$ cat config.mk
export PLATFORM = sky130hd
export DESIGN_NAME = uart_rx_fifo
export DESIGN_NICKNAME = d
export VERILOG_FILES = /design/src/rtl/uart_pkg.sv /design/src/rtl/uart_rx_sync_fifo.sv /design/src/rtl/uart_rx_fifo.sv
export SDC_FILE = /design/constraint.sdc
export NUM_CORES = 1
export LEC_CHECK = 0
export BUFFER_PORTS_ARGS = -buffer_cell sky130_fd_sc_hd__buf_4
export CORE_AREA = 2 2 84 86
export DETAILED_ROUTE_END_ITERATION = 6
export DIE_AREA = 0 0 86 88
export GPL_TIMING_DRIVEN = 0
export PLACE_DENSITY_LB_ADDON = 0.15
export SLEW_MARGIN = 20
export SYNTH_ARGS = -nofsm -noshare
export SYNTH_HDL_FRONTEND = slang
export SYNTH_HIERARCHICAL = 1
export SYNTH_SLANG_ARGS = --single-unit
export TNS_END_PERCENT = 5
$ cat constraint.sdc
create_clock -name clk -period 2.7 [get_ports clk]
set_input_delay 0.135 -clock clk [delete_from_list [all_inputs] [get_ports clk]]
set_output_delay 0.135 -clock clk [all_outputs]
set_load 0.02 [all_outputs]
$ cat src/rtl/uart_pkg.sv
// uart_pkg: shared receiver state encoding, data width and FIFO width helpers.
package uart_pkg;

    typedef enum logic [2:0] {IDLE, START, DATA, PARITY, STOP, BREAK} rx_state_t;

    localparam int DATA_BITS = 8;

    function automatic int ptr_w(input int depth);
        return $clog2(depth);
    endfunction

    function automatic int lvl_w(input int depth);
        return $clog2(depth) + 1;
    endfunction

endpackage

$ cat src/rtl/uart_rx_sync_fifo.sv
// uart_rx_sync_fifo: first-word fall-through byte FIFO with simultaneous push and pop.
module uart_rx_sync_fifo import uart_pkg::*; #(
    parameter int DEPTH = 4,
    parameter int WIDTH = 8
) (
    input  logic                    clk,
    input  logic                    rst_n,
    input  logic                    push_i,
    input  logic [WIDTH-1:0]        din_i,
    input  logic                    pop_i,
    output logic [WIDTH-1:0]        dout_o,
    output logic                    full_o,
    output logic                    empty_o,
    output logic [lvl_w(DEPTH)-1:0] level_o
);

    localparam int AW = ptr_w(DEPTH);
    localparam int LW = lvl_w(DEPTH);

    logic [WIDTH-1:0] mem [DEPTH];
    logic [AW-1:0]    wr_q, rd_q;
    logic [LW-1:0]    lvl_q;
    logic             do_push, do_pop;

    assign empty_o = lvl_q == '0;
    assign full_o  = lvl_q == LW'(DEPTH);
    assign level_o = lvl_q;
    assign dout_o  = empty_o ? '0 : mem[rd_q];
    assign do_pop  = pop_i & ~empty_o;
    // a pop in the same cycle frees the slot a full FIFO would otherwise refuse
    assign do_push = push_i & (~full_o | do_pop);

    always_ff @(posedge clk) begin
        if (do_push) mem[wr_q] <= din_i;
    end

    always_ff @(posedge clk or negedge rst_n) begin
        if (!rst_n) begin
            wr_q  <= '0;
            rd_q  <= '0;
            lvl_q <= '0;
        end else begin
            if (do_push) wr_q <= wr_q + 1'b1;
            if (do_pop) rd_q <= rd_q + 1'b1;
            lvl_q <= lvl_q + LW'(do_push) - LW'(do_pop);
        end
    end

endmodule

$ cat src/rtl/uart_rx_fifo.sv
// uart_rx_fifo: 8N1 UART receiver feeding a byte FIFO with valid/ready output.
// Define UART_RX_PARITY_EN for 8E1 frames with a live parity_err.
module uart_rx_fifo import uart_pkg::*; #(
    parameter int CLKS_PER_BIT = 87,
    parameter int FIFO_DEPTH   = 4
) (
    input  logic                         clk,
    input  logic                         rst_n,
    input  logic                         rx_i,
    output logic [DATA_BITS-1:0]         rx_data,
    output logic                         rx_valid,
    input  logic                         rx_ready,
    output logic [lvl_w(FIFO_DEPTH)-1:0] fifo_level,
    output logic                         busy,
    output logic                         frame_err,
    output logic                         overrun_err,
    output logic                         parity_err
);

    localparam logic [15:0] HALF = 16'(CLKS_PER_BIT / 2 - 1);
    localparam logic [15:0] FULL = 16'(CLKS_PER_BIT - 1);

    rx_state_t            state_q, state_d;
    logic                 sync1_q, sync2_q, prev_q;
    logic [15:0]          cnt_q, cnt_d;
    logic [2:0]           bit_q, bit_d;
    logic [DATA_BITS-1:0] shift_q, shift_d;
    logic                 rx_s, tick, push, pop, full, empty, par_bad;

    assign rx_s     = sync2_q;
    assign tick     = cnt_q == '0;
    assign pop      = rx_valid & rx_ready;
    assign rx_valid = ~empty;
    assign busy     = state_q != IDLE;

`ifdef UART_RX_PARITY_EN
    logic par_bad_q, par_bad_d, pe;
    assign par_bad    = par_bad_q;
    assign parity_err = pe;
`else
    assign par_bad    = 1'b0;
    assign parity_err = 1'b0;
`endif

    always_ff @(posedge clk or negedge rst_n) begin
        if (!rst_n) begin
            sync1_q <= 1'b1;
            sync2_q <= 1'b1;
            prev_q  <= 1'b1;
            state_q <= IDLE;
            cnt_q   <= '0;
            bit_q   <= '0;
            shift_q <= '0;
`ifdef UART_RX_PARITY_EN
            par_bad_q <= 1'b0;
`endif
        end else begin
            sync1_q <= rx_i;
            sync2_q <= sync1_q;
            prev_q  <= sync2_q;
            state_q <= state_d;
            cnt_q   <= cnt_d;
            bit_q   <= bit_d;
            shift_q <= shift_d;
`ifdef UART_RX_PARITY_EN
            par_bad_q <= par_bad_d;
`endif
        end
    end

    always_comb begin
        state_d     = state_q;
        cnt_d       = tick ? FULL : cnt_q - 16'd1;
        bit_d       = bit_q;
        shift_d     = shift_q;
        push        = 1'b0;
        frame_err   = 1'b0;
        overrun_err = 1'b0;
`ifdef UART_RX_PARITY_EN
        par_bad_d = par_bad_q;
        pe        = 1'b0;
`endif
        case (state_q)
            IDLE: begin
                cnt_d = HALF;
                if (prev_q && !rx_s) state_d = START;
            end
            START: begin
                bit_d = '0;
                if (tick) state_d = rx_s ? IDLE : DATA;
            end
            DATA: if (tick) begin
                shift_d = {rx_s, shift_q[DATA_BITS-1:1]};
                bit_d   = bit_q + 3'd1;
`ifdef UART_RX_PARITY_EN
                if (bit_q == 3'd7) state_d = PARITY;
`else
                if (bit_q == 3'd7) state_d = STOP;
`endif
            end
`ifdef UART_RX_PARITY_EN
            PARITY: if (tick) begin
                par_bad_d = ^{shift_q, rx_s};
                state_d   = STOP;
            end
`endif
            STOP: if (tick) begin
                state_d     = rx_s ? IDLE : BREAK;
                frame_err   = ~rx_s;
                overrun_err = rx_s & ~par_bad & full & ~pop;
                push        = rx_s & ~par_bad & (~full | pop);
`ifdef UART_RX_PARITY_EN
                pe = rx_s & par_bad;
`endif
            end
            BREAK: if (rx_s) state_d = IDLE;
            default: state_d = IDLE;
        endcase
    end

    uart_rx_sync_fifo #(.DEPTH(FIFO_DEPTH), .WIDTH(DATA_BITS)) u_fifo (
        .clk     (clk),
        .rst_n   (rst_n),
        .push_i  (push),
        .din_i   (shift_q),
        .pop_i   (pop),
        .dout_o  (rx_data),
        .full_o  (full),
        .empty_o (empty),
        .level_o (fifo_level)
    );

endmodule
Word-level counts from Yosys, hierarchy flattened --
Memory sizes are Yosys's and may differ from the RTL's. Index checks and enable logic that the tools add are counted.
Word-level totals: register bits after elaboration 40, memory bits (writable) 32, input port bits 4, output and inout bits 16, memories 1
Memories:
- u_fifo.mem | words 4, bits a word 8, read ports 1, clocked after memory_dff 0, wr ports 1, RTL line uart_rx_sync_fifo.sv:20 | logic [WIDTH-1:0] mem [DEPTH];
Operators by class: $add $sub $neg 6, equality and inequality tests 12, mux-type cells 22, bitwise gates (word level) 12, reductions and logical operators 10
Operators with widths (count):
- $mux 16 | 2
- $mux 3 | 8
- $logic_not 16->1 | 1
- $sub 16x1->16 const B | 1
- $pmux 3 s5 | 1
- $eq 3x3->1 const B | 4
- $ne 2x2->1 const B | 6
- $mux 1 | 8
- $mux 8 | 1
- $and 1x1->1 | 6
- $logic_not 3->1 | 2
- $pmux 3 s2 | 1
- $reduce_and 6->1 | 1
- $add 2x1->2 const B | 2
- $not 1->1 | 4
- $reduce_and 2->1 | 2
- $add 3x1->3 | 1
- $add 3x1->3 const B | 1
- $eq 3x1->1 const B | 1
- $eq 3x2->1 const B | 1
- $reduce_bool 3->1 | 1
- $sub 3x1->3 | 1
- $mux 2 | 1
- $or 1x1->1 | 2
- 3 further kinds | 3

Logic depth before layout (Yosys ltp) --
Gate-level depths: netlist of run 1.
depth after elaboration 10, gate-level depth with buffers 13, gate-level depth less buffers 12

By module --
Netlist of run 1, hierarchy kept.
By module, submodules not included:
- uart_rx_sync_fifo | instances 1, cells each 87, area each 1630.3 um^2, seq. area each 1136.1 um^2
- uart_rx_fifo | instances 1, cells each 144, area each 1609.0 um^2, seq. area each 829.5 um^2

Worst setup path before layout of run 1 --
OpenSTA, ideal clock, no wires.
path kind flip-flop to flip-flop, start point register cnt_q[0], end point register u_fifo.lvl_q[2], in the netlist u_fifo/level_o[2], library setup time 123 ps, arrival time 2609 ps, required time 2577 ps, path slack -32 ps, cell stages (with the launch flop) 13, path buffers 1, cells stage by stage dfrtp_1 > inv_1 > ha_1 > nor3b_4 > and4_1 > buf_4 > nand3_1 > a21oi_1 > mux2i_1 > ha_1 > fa_1 > xnor2_1 > xnor2_1
Between the ends: longest elaborated chain between the ends 6
Ends and longest elaborated chain:
- from (decl) | RTL line uart_rx_fifo.sv:25 | logic [15:0] cnt_q, cnt_d;
- from (signal assigned) | RTL line uart_rx_fifo.sv:62 | cnt_q <= cnt_d;
- $logic_not 16->1 | RTL line uart_rx_fifo.sv:31 | assign tick = cnt_q == '0;
- $mux 1 | RTL line uart_rx_fifo.sv:107 | STOP: if (tick) begin
- $mux 1 | RTL line uart_rx_fifo.sv:83 | case (state_q)
- via push | RTL line uart_rx_fifo.sv:28 | logic rx_s, tick, push, pop, full, empty, par_bad;
- $and 1x1->1 | RTL line uart_rx_sync_fifo.sv:31 | assign do_push = push_i & (~full_o | do_pop);
- $add 3x1->3 | RTL line uart_rx_sync_fifo.sv:45 | lvl_q <= lvl_q + LW'(do_push) - LW'(do_pop);
- $sub 3x1->3 | RTL line uart_rx_sync_fifo.sv:45
- to (signal assigned) | RTL line uart_rx_sync_fifo.sv:45
- to (decl) | RTL line uart_rx_sync_fifo.sv:22 | logic [LW-1:0] lvl_q;
The timed path passes the listed nets, and every way through them passes these cells. A chain may end at the register's enable or synchronous reset.

Worst setup path after layout of run 1 --
start point register cnt_q[10], end point register u_fifo.lvl_q[2], in the netlist u_fifo/level_o[2]
Same word-level chain as after synthesis.

==> implementation parameters, run 1 <==
Parameter                              Value

Placement
  Total cell area at the placement stage    3480 sq um
  Global placement routability congestion    0.737
  Worst slack after detailed placement    -0.268 ns
  Placed wire-length estimate after detailed placement    3420 um
  Total placed cells including tap cells    329
  Port Buffers    18

Synth
  Post-synth ARST share    55.6%
  Syn Nets    244
  Yosys top cell area share    29.7%
  Gate count after technology mapping    231
  Most numerous cell in the Yosys netlist    sky130_fd_sc_hd__dfrtp_1
  Most area-hungry cell type in the Yosys netlist    sky130_fd_sc_hd__edfxtp_1
  Mapped Area    3240 sq um
  Sequential share of the synthesized area    60.7%
  Biggest area contributors in the synthesized netlist    sky130_fd_sc_hd__edfxtp_1 30%, sky130_fd_sc_hd__dfrtp_1 29%, sky130_fd_sc_hd__mux4_2 5.6%
  Leading register cell type out of synthesis    sky130_fd_sc_hd__dfrtp_1
  Ys Warns    6
  Top cell types by occurrence after synthesis    37 x sky130_fd_sc_hd__dfrtp_1, 32 x sky130_fd_sc_hd__edfxtp_1, 19 x sky130_fd_sc_hd__nor2_1
  Number of distinct library cells after synthesis    50
  Post-synthesis area per instance    14.0 sq um
  Synthesis-stage register bit count    72
  EDFF count, synth    32

STA
  Count of final hold-check violations    0
  Final WS setup    0.131 ns
  Worst Tran Pin Value    0.595 ns
  Final Skew    0.00858 ns
  Period utilization    95.1%
  Shortest period the worst path allows    2.57 ns
  Achievable frequency    0.389 GHz
  Setup-failing EPs final    0
  Worst slew slack as a fraction of its limit    60.0%
  Worst-case hold slack    0.275 ns
  Pins Over Slew Limit    0

Worst setup path
  Critical path start-end classification    register to register
  Type of destination of the critical path    register
  Worst flop-to-flop path startpoint    cnt_q[10]
  Crit path required time    2.95 ns
  Reg2Reg Capture Point    u_fifo/level_o[2]
  Critical path arrival    2.82 ns
  List of cells traversed by the critical path    nor4_4 > and4_1 > buf_6 > nand3_2 > a21oi_4 > mux2i_1 > ha_1 > fa_2 > xnor2_2 > xnor2_1
  Register-to-register setup slack    0.13 ns
  Startpoint type of the worst setup path    register
  CP startpoint    cnt_q[10]
  R2R cell count    10
  CP peak stage delay    0.46 ns
  Slowest cell on the critical path    sky130_fd_sc_hd__dfrtp_1
  Max Fanout on Critical Path    8

Clock network
  Number of buffers created by CTS    9
  Clock Tree Buf Depth    2
  Count of clock tree sinks    72
  TritonCTS clock tree    done
  Clock slew at reported path FFs    0.07 ns
  Worst skew pair latency    0.34 ns
  Clock tree root driver cell    sky130_fd_sc_hd__clkbuf_8
  Htree depth    3

Route
  Met2 layer wire length in the routed design    2670 um
  Remaining antenna violation count    0
  Via density per instance    5.26
  Final wirelength    5390 um
  Total via count after detailed routing    1,874
  Highest metal layer with signal wires    met4
  First-pass iteration count of the detailed router    6
  WL met3    132 um
  Post-Route M1 WL    2500 um
  Initial drt markers    100
  DRC errors left    0
  Per-cell routed wire length    15.1 um

Die
  Count of standard-cell rows    30
  DIE AREA    7570 sq um
  Top-Level Pins    20
  Chip width    86 um
  Area of the core region    6640 sq um
  Effective utilization at floorplan    48.8%
  Die Span Y    88 um

Layout
  Post-layout instance count excluding filler cells    356
  Final-layout fill cell count    545
  Signed area change from the synthesized netlist to the final layout    19.5%
  Post-route cell area    3870 sq um
  Number of antenna repair diodes    0
  Ratio of cells with drive above 1 in the final layout    32.2%
  Number of nets at the end of the flow    284

GRT
  Vias in the first global route    1,876
  Pin count of the biggest net entering global routing    41
  Global-route wire length before repair    8890 um
  Total GRT Usage    15.8%
  Number of antenna violations at the first check in global routing    0
  Global route total overflow    0

Worst hold path
  Hold WC Path Type    primary input to register
  Worst Hold Launch    rx_ready
  Cell depth of the worst min-delay path    5
  Destination of the worst hold path    u_fifo/rd_q[1]

Pwr
  Leakage power of the design    1.62 nW
  Total power draw    0.00354 W
  Power Density    914 nW/um^2
  Worst vdd ir    450 uV

Job
  Max-capacitance violation count    0

Run status
  Outcome    complete, no violations
-- per-layer routing --
layer | up-vias | GRT usage (%)
met5 | - | 0
met4 | 0 | 7.50
met3 | 8 | 4.81
met2 | 24 | 25.4
met1 | 928 | 19.7
li1 | 914 | -
-- worst max-delay path, delay by kind of cell (launching register included) --
kind | cells | cell delay [ns]
buffers and inverters | 1 | 0.14
AO/OA/AOI/OAI | 1 | 0.16
flip-flops | 1 | 0.46
AND/OR/NAND/NOR | 3 | 0.72
XOR/XNOR | 2 | 0.33
adder cells (fa/ha/maj) | 2 | 0.57
multiplexers | 1 | 0.10
-- worst max path at each step --
stage                             end  slack, ns  cells past startpoint
global route        u_fifo/level_o[2]      -0.01                     10
detailed placement  u_fifo/level_o[2]      -0.27                     12
floorplan           u_fifo/level_o[2]       0.03                     12
CTS                 u_fifo/level_o[2]      0.006                     12
finish              u_fifo/level_o[2]       0.13                     10
global placement    u_fifo/level_o[2]      -0.22                     12
-- flip-flops by register name (all words and copies together), names as in the netlist --
register / count
cnt_q: 16
state_q: 3
u_fifo/wr_q: 2
u_fifo/rd_q: 2
prev_q: 1
shift_q: 8
u_fifo/level_o: 3
rx_s: 1
u_fifo/mem: 32
bit_q: 3
sync1_q: 1
-- power breakdown --
| group | internal, W | leakage [nW] | switching, W |
|---|---|---|---|
| sequential | 0.00127 | 0.809 | 0.000154 |
| clock | 0.000615 | 0.119 | 0.000398 |
| combinational | 0.000524 | 0.690 | 0.000572 |
| total | 0.00241 | 1.62 | 0.00112 |
-- what timing repair did --
item | CTS | global route
gates resized for setup | 5 | 9
pin swaps | 4 | 4
buffers inserted | 4 | 5
hold buffers | 2 | 0
cloned | 0 | 0
hold endpoints to repair | 38 | 0
endpoints found under the setup margin | 22 | 2
-- stage by stage --
step	setup TNS, ns	utilization [%]
final	0	58.2
after global routing	-0.0121	58.2
after CTS	0	57.2
after detailed placement	-0.454	52.4
after global placement	-0.360	52.4
after floorplan	0	-
-- cells by family (layout without fill, tap and decap cells) --
family / Yosys count / after routing / synth area share [%]
simple gates: 76 / 76 / 15.4
flops: 72 / 72 / 60.7
compound gates: 19 / 19 / 3.75
mux: 19 / 19 / 9.42
buf+inv: 18 / 63 / 2.36
xor+xnor: 17 / 17 / 4.60
fa+ha+maj: 9 / 9 / 3.71
other cells: 1 / 1 / 0.116
-- area by class of cell --
type,instances,area (sq um),share of cell area (%)
flip-flops and latches,72,1970,50.8
plain buffers,7,48.8,1.26
repair buffers,29,223,5.75
inverters,11,41.3,1.07
clock inverters,7,120,3.10
multi-input cells,141,1250,32.2
well taps,80,100,2.59
clock buffers,9,124,3.20
-- placed cells by master (no fill, tap or decap), types with 2 or more instances in the layout --
cell type	synthesis	layout
sky130_fd_sc_hd__dfrtp_1	37	37
sky130_fd_sc_hd__edfxtp_1	32	32
sky130_fd_sc_hd__buf_4	2	28
sky130_fd_sc_hd__nor2_1	19	19
sky130_fd_sc_hd__xor2_1	10	10
sky130_fd_sc_hd__clkbuf_8	0	10
sky130_fd_sc_hd__inv_1	10	9
sky130_fd_sc_hd__mux2_2	8	8
sky130_fd_sc_hd__ha_1	8	8
sky130_fd_sc_hd__mux4_2	8	8
sky130_fd_sc_hd__and2_1	8	8
sky130_fd_sc_hd__nand3_1	7	6
sky130_fd_sc_hd__nand2b_1	6	6
sky130_fd_sc_hd__xnor2_1	7	6
sky130_fd_sc_hd__a21oi_1	7	6
sky130_fd_sc_hd__o21ai_0	6	5
sky130_fd_sc_hd__nand2_1	5	4
sky130_fd_sc_hd__and2_2	4	4
sky130_fd_sc_hd__clkbuf_1	4	3
sky130_fd_sc_hd__nor4_4	1	3
sky130_fd_sc_hd__nand4_1	3	3
sky130_fd_sc_hd__bufinv_16	0	3
sky130_fd_sc_hd__dfstp_2	3	3
sky130_fd_sc_hd__nor3_1	2	2
sky130_fd_sc_hd__inv_2	1	2
sky130_fd_sc_hd__nor4_1	2	2
sky130_fd_sc_hd__nand4b_1	2	2
sky130_fd_sc_hd__nand3b_1	2	2
sky130_fd_sc_hd__mux2i_1	2	2
sky130_fd_sc_hd__clkinv_4	0	2
sky130_fd_sc_hd__dlygate4sd3_1	0	2
Power figures use the tool's default switching activity.
==> inputs of run 2 (changes only) <==
Clock period 2.7 ns to 2.6 ns, I/O delays scaled along.
==> run 2 against run 1 <==
Compared with the run above:
- hold slack worse by 0.010 ns
- highest routed layer unchanged
- global-route usage down 0.15 points
- critical endpoint unchanged
- wire length is 1.1% lower
- largest power group unchanged
- non-clock buffer count unchanged
- sequential power grew 4%
- clock skew is 0.00057 ns lower
==> implementation parameters, run 2 (synthesis results as in run 1) <==
Parameter                              Value

GRT
  Total GRT Usage    15.6%
  Global-route wire length before repair    8870 um
  Pin count of the biggest net entering global routing    41
  Number of antenna violations at the first check in global routing    0
  Vias in the first global route    1,802
  Global route total overflow    0

Layout
  Highest-count cells in the layout ignoring fill and taps    35 x sky130_fd_sc_hd__dfrtp_1, 32 x sky130_fd_sc_hd__edfxtp_1, 28 x sky130_fd_sc_hd__buf_4
  Number of flip-flops under the largest register name    32
  Final-layout fill cell count    559
  Commonest non-fill, non-tap cell in the layout    sky130_fd_sc_hd__dfrtp_1
  Signed area change from the synthesized netlist to the final layout    18.7%
  Number of antenna repair diodes    0
  Register with the most flip-flops    u_fifo/mem
  Ratio of cells with drive above 1 in the final layout    31.9%
  Finished Core Util    57.9%
  Biggest registers after layout    u_fifo/mem x32, cnt_q x16, shift_q x8
  Number of nets at the end of the flow    284

Die
  DIE AREA    7570 sq um
  Area of the core region    6640 sq um
  Chip width    86 um
  Count of standard-cell rows    30
  Top-Level Pins    20
  Effective utilization at floorplan    48.8%
  Die Span Y    88 um

Route
  Final wirelength    5330 um
  First-pass iteration count of the detailed router    4
  Per-cell routed wire length    15.0 um
  Remaining antenna violation count    0
  Initial drt markers    78
  DRC errors left    0
  Via density per instance    5.28
  Total via count after detailed routing    1,878

Worst hold path
  Hold WC Path Type    primary input to register

Clock network
  TritonCTS clock tree    done
  Worst skew pair latency    0.33 ns
  Clock tree root driver cell    sky130_fd_sc_hd__clkbuf_8
  Count of clock tree sinks    72
  Clock slew at reported path FFs    0.07 ns
  Clock Tree Buf Depth    2
  Number of buffers created by CTS    9
  Htree depth    3

Placement
  Port Buffers    18
  Placed wire-length estimate after detailed placement    3470 um
  Global placement routability congestion    0.715

STA
  Achievable frequency    0.405 GHz
  Count of final hold-check violations    0
  Worst Tran Pin Value    0.625 ns
  Final Skew    0.00801 ns
  Shortest period the worst path allows    2.47 ns
  Period utilization    95.1%
  Pins Over Slew Limit    0
  Total Negative Setup Slacks    0 ns
  RSZ-0062 raised after global routing    false
  Setup-failing EPs final    0
  Worst slew slack as a fraction of its limit    58.0%

Worst setup path
  Critical path start-end classification    register to register
  Max Fanout on Critical Path    5
  Type of destination of the critical path    register
  Critical path arrival    2.69 ns
  Startpoint type of the worst setup path    register
  Crit path required time    2.81 ns

Job
  Max-capacitance violation count    0

Pwr
  Power Density    919 nW/um^2
  Worst vdd ir    646 uV
  Leakage power of the design    1.60 nW

Run status
  Outcome    complete, no violations
-- run 2: report_power, final --
group | internal, W | leakage, nW | switching, W
clock | 0.000533 | 0.102 | 0.000375
sequential | 0.00133 | 0.807 | 0.000159
combinational | 0.000550 | 0.688 | 0.000590
-- run 2: what timing repair did --
action / 4_1_cts / 5_1_grt
pin swaps: 2 / 2
endpoints found under the setup margin: 34 / 2
gates resized for setup: 6 / 6
hold buffers: 2 / 0
endpoints found under the hold margin: 38 / 0
setup buffers: 2 / 7
-- run 2: area by class of cell --
cell class | count | area [sq um] | area share, %
buffer | 7 | 50.0 | 1.30
clock buffer | 11 | 131 | 3.42
clock inverter | 5 | 72.6 | 1.89
inverter | 11 | 41.3 | 1.07
multi-input combinational | 141 | 1260 | 32.7
sequential | 72 | 1970 | 51.2
tap | 80 | 100 | 2.60
timing repair buffer | 29 | 223 | 5.79
-- run 2: critical path: stages, from the launching register on --
cell and delay, ns:
sky130_fd_sc_hd__dfrtp_1 0.40, sky130_fd_sc_hd__inv_1 0.07, sky130_fd_sc_hd__ha_2 0.18, sky130_fd_sc_hd__nor3b_4 0.20
sky130_fd_sc_hd__and4_1 0.23, sky130_fd_sc_hd__buf_6 0.12, sky130_fd_sc_hd__nand3_4 0.08, sky130_fd_sc_hd__a21oi_4 0.16
sky130_fd_sc_hd__mux2i_1 0.09, sky130_fd_sc_hd__ha_1 0.20, sky130_fd_sc_hd__fa_2 0.35, sky130_fd_sc_hd__xnor2_2 0.14
sky130_fd_sc_hd__xnor2_1 0.12
-- run 2: final timing paths --
check / endpoint / start / slack (ns) / cells past startpoint
worst max-delay path: u_fifo/level_o[2] / cnt_q[0] / 0.13 / 12
worst min-delay path: u_fifo/rd_q[1] / rx_ready / 0.26 / 5
worst max register to register: u_fifo/level_o[2] / cnt_q[0] / 0.13 / 12
worst min register to register: rx_s / sync1_q / 0.36 / 0
max in group asynchronous: u_fifo/level_o[0] / rst_n / 1.90 / 2
min in group asynchronous: u_fifo/rd_q[0] / rst_n / 0.32 / 2
-- run 2: per-layer routing --
metal	global-route usage (%)	vias up	routed length (um)
li1	-	911	-
met1	20.2	936	2500
met2	25.4	26	2630
met3	3.39	5	135
met4	7.36	0	68
met5	0	-	0
-- run 2: per-stage QoR --
| step | hold WS (ns) | instance area [sq um] | setup WS (ns) | power, W | instances |
|---|---|---|---|---|---|
| finish | 0.265 | 3840 | 0.128 | 0.00353 | 356 |
| global route | 0.269 | 3840 | 0.00338 | 0.00375 | 356 |
| CTS | 0.280 | 3770 | 0.00253 | 0.00350 | 349 |
| detailed placement | 0.135 | 3500 | -0.270 | 0.00249 | 329 |
| global placement | 0.135 | 3500 | -0.232 | 0.00246 | 329 |
| floorplan | -0.166 | 3260 | 0.00646 | 0.00221 | 231 |
==> inputs of run 3 (changes only) <==
Settings changed: BUFFER_PORTS_ARGS -buffer_cell sky130_fd_sc_hd__buf_4 to default, DONT_BUFFER_PORTS from default to 1, REMOVE_ABC_BUFFERS from default to 1, SKIP_CTS_REPAIR_TIMING from default to 1.
==> run 3 against run 2 <==
Compared with the run above:
- hold slack worse by 0.080 ns
- clock skew hardly changed
- global-route usage is 0.51 points lower
- fmax is 1.8% lower
- highest routed layer unchanged
- largest power group unchanged
- clock power is 6.1% higher
- wire length is 1.3% higher
- count of clock-buffer cells in the layout is 2 lower
- non-clock buffer count is 20 lower
- first-iteration DRC count is 7.7% higher
- sequential share of layout area is 1.7 points higher
==> implementation parameters, run 3 (synthesis results as in run 1) <==
Parameter                              Value

Worst setup path
  Buffer and inverter count on the worst path    0
  Critical path start-end classification    register to register
  Startpoint type of the worst setup path    register
  Critical path's most frequent cell    sky130_fd_sc_hd__xnor2_1
  Type of destination of the critical path    register
  Cell type group with the largest total delay on the critical path    simple AND/OR/NAND/NOR gates
  Max Fanout on Critical Path    5
  Crit path required time    2.83 ns
  Critical path arrival    2.75 ns
  Slowest cell on the critical path    sky130_fd_sc_hd__dfrtp_2
  CP peak stage delay    0.44 ns
  List of cells traversed by the critical path    nor4_4 > and4_4 > nand3_2 > a21oi_4 > mux2i_1 > ha_1 > fa_1 > xnor2_1 > xnor2_1

Layout
  Biggest registers after layout    u_fifo/mem x32, cnt_q x16, shift_q x8
  Register with the most flip-flops    u_fifo/mem
  Ratio of cells with drive above 1 in the final layout    28.9%
  Number of flip-flops under the largest register name    32
  Signed area change from the synthesized netlist to the final layout    14.9%
  Highest-count cells in the layout ignoring fill and taps    34 x sky130_fd_sc_hd__dfrtp_1, 32 x sky130_fd_sc_hd__edfxtp_1, 19 x sky130_fd_sc_hd__nor2_1
  Number of nets at the end of the flow    264
  Footprint of the flip-flops and latches    1970 sq um
  Final-layout fill cell count    553
  Commonest non-fill, non-tap cell in the layout    sky130_fd_sc_hd__dfrtp_1
  Multi-input logic area    1250 sq um
  Number of antenna repair diodes    0

STA
  Final WS setup    0.0814 ns
  Final Skew    0.00754 ns
  Shortest period the worst path allows    2.52 ns
  Worst Tran Pin Value    0.604 ns
  Achievable frequency    0.397 GHz
  Pins Over Slew Limit    0
  RSZ-0062 raised after global routing    true
  Total Negative Setup Slacks    0 ns
  Worst slew slack as a fraction of its limit    59.7%
  Worst-case hold slack    0.185 ns
  Setup-failing EPs final    0
  Count of final hold-check violations    0
  Period utilization    96.9%

Worst hold path
  Hold WC Path Type    primary input to register

Route
  Initial drt markers    84
  Per-cell routed wire length    16.1 um
  DRC errors left    0
  Via density per instance    5.30
  Final wirelength    5400 um
  Total via count after detailed routing    1,782
  Remaining antenna violation count    0
  First-pass iteration count of the detailed router    4

Die
  DIE AREA    7570 sq um
  Chip width    86 um
  Top-Level Pins    20
  Die Span Y    88 um
  Area of the core region    6640 sq um
  Count of standard-cell rows    30
  Effective utilization at floorplan    48.8%

Clock network
  Clock Tree Buf Depth    2
  Count of clock tree sinks    72
  Number of buffers created by CTS    9
  Clock tree root driver cell    sky130_fd_sc_hd__clkbuf_8
  Clock slew at reported path FFs    0.08 ns
  TritonCTS clock tree    done
  Worst skew pair latency    0.33 ns
  Htree depth    3

Run status
  Outcome    complete, no violations

Pwr
  Sequential Power Share    45.9%
  Clock network fraction of design power    27.5%
  Leakage power of the design    1.52 nW
  Total internal power    0.00235 W
  Switching share of power    32.9%
  Net switching power of the design    0.00115 W
  Power Density    943 nW/um^2
  Worst vdd ir    556 uV
  Combinational cell fraction of total power    26.6%

GRT
  Total GRT Usage    15.1%
  Vias in the first global route    1,683
  Global route total overflow    0
  Global-route wire length before repair    8500 um
  Pin count of the biggest net entering global routing    41
  Number of antenna violations at the first check in global routing    0

Job
  Max-capacitance violation count    0

Placement
  Worst slack after detailed placement    -0.599 ns
  Global placement routability congestion    0.770
  Placed wire-length estimate after detailed placement    3370 um
  Port Buffers    0
[run 3: cell types whose count changed in the layout (fill, tap and decap cells not counted), sizes merged]
cell	before	now
inv	11	12
clkbuf	14	9
clkinvlp	0	1
buf	31	14
[run 3: power groups by stage]
stage / logic [W] / clock network [W] / registers [W]
finish: 0.000934 / 0.000964 / 0.00161
floorplan: 0.000622 / 0 / 0.00156
CTS: 0.000728 / 0.000993 / 0.00160
global route: 0.00102 / 0.00105 / 0.00165
global placement: 0.000709 / 0 / 0.00162
detailed placement: 0.000722 / 0 / 0.00162
[run 3: area by class of cell]
class                   instances  area share, %
flip-flops and latches         72           52.9
multi-input cells             141           33.5
repair buffers                 16           3.90
clock buffers                   9           3.33
well taps                      80           2.69
clock inverters                 7           2.56
inverters                      11           1.11
[run 3: final timing paths]
kind                           from           endpoint  slack, ns  cells after the start
max                        cnt_q[6]  u_fifo/level_o[2]       0.08                      9
min                        rx_ready     u_fifo/rd_q[1]       0.19                      4
max reg2reg                cnt_q[6]  u_fifo/level_o[2]       0.08                      9
min reg2reg                 sync1_q               rx_s       0.36                      0
max in group asynchronous     rst_n             prev_q       2.07                      2
min in group asynchronous     rst_n     u_fifo/rd_q[0]       0.27                      2
[run 3: tightest hold or removal path, cell delays in order]
cell and delay (ns):
sky130_fd_sc_hd__nand2_2 0.08, sky130_fd_sc_hd__inv_1 0.09, sky130_fd_sc_hd__nand3_1 0.11, sky130_fd_sc_hd__xnor2_1 0.07
[run 3: per-layer routing]
| layer | part of all wire [%] | global-route usage (%) |
|---|---|---|
| met5 | 0 | 0 |
| met4 | 1.0 | 7.36 |
| met3 | 2.7 | 3.39 |
| met2 | 50 | 23.5 |
| met1 | 46 | 20.3 |
[run 3: per-stage QoR]
step	cells	instance area [sq um]	util, %	total power (W)
2_1_floorplan	224	3200	-	0.00218
3_3_place_gp	304	3300	49.7	0.00232
3_5_place_dp	304	3300	49.7	0.00234
4_1_cts	320	3520	53.0	0.00332
5_1_grt	336	3720	56.0	0.00371
6_report	336	3720	56.0	0.00351
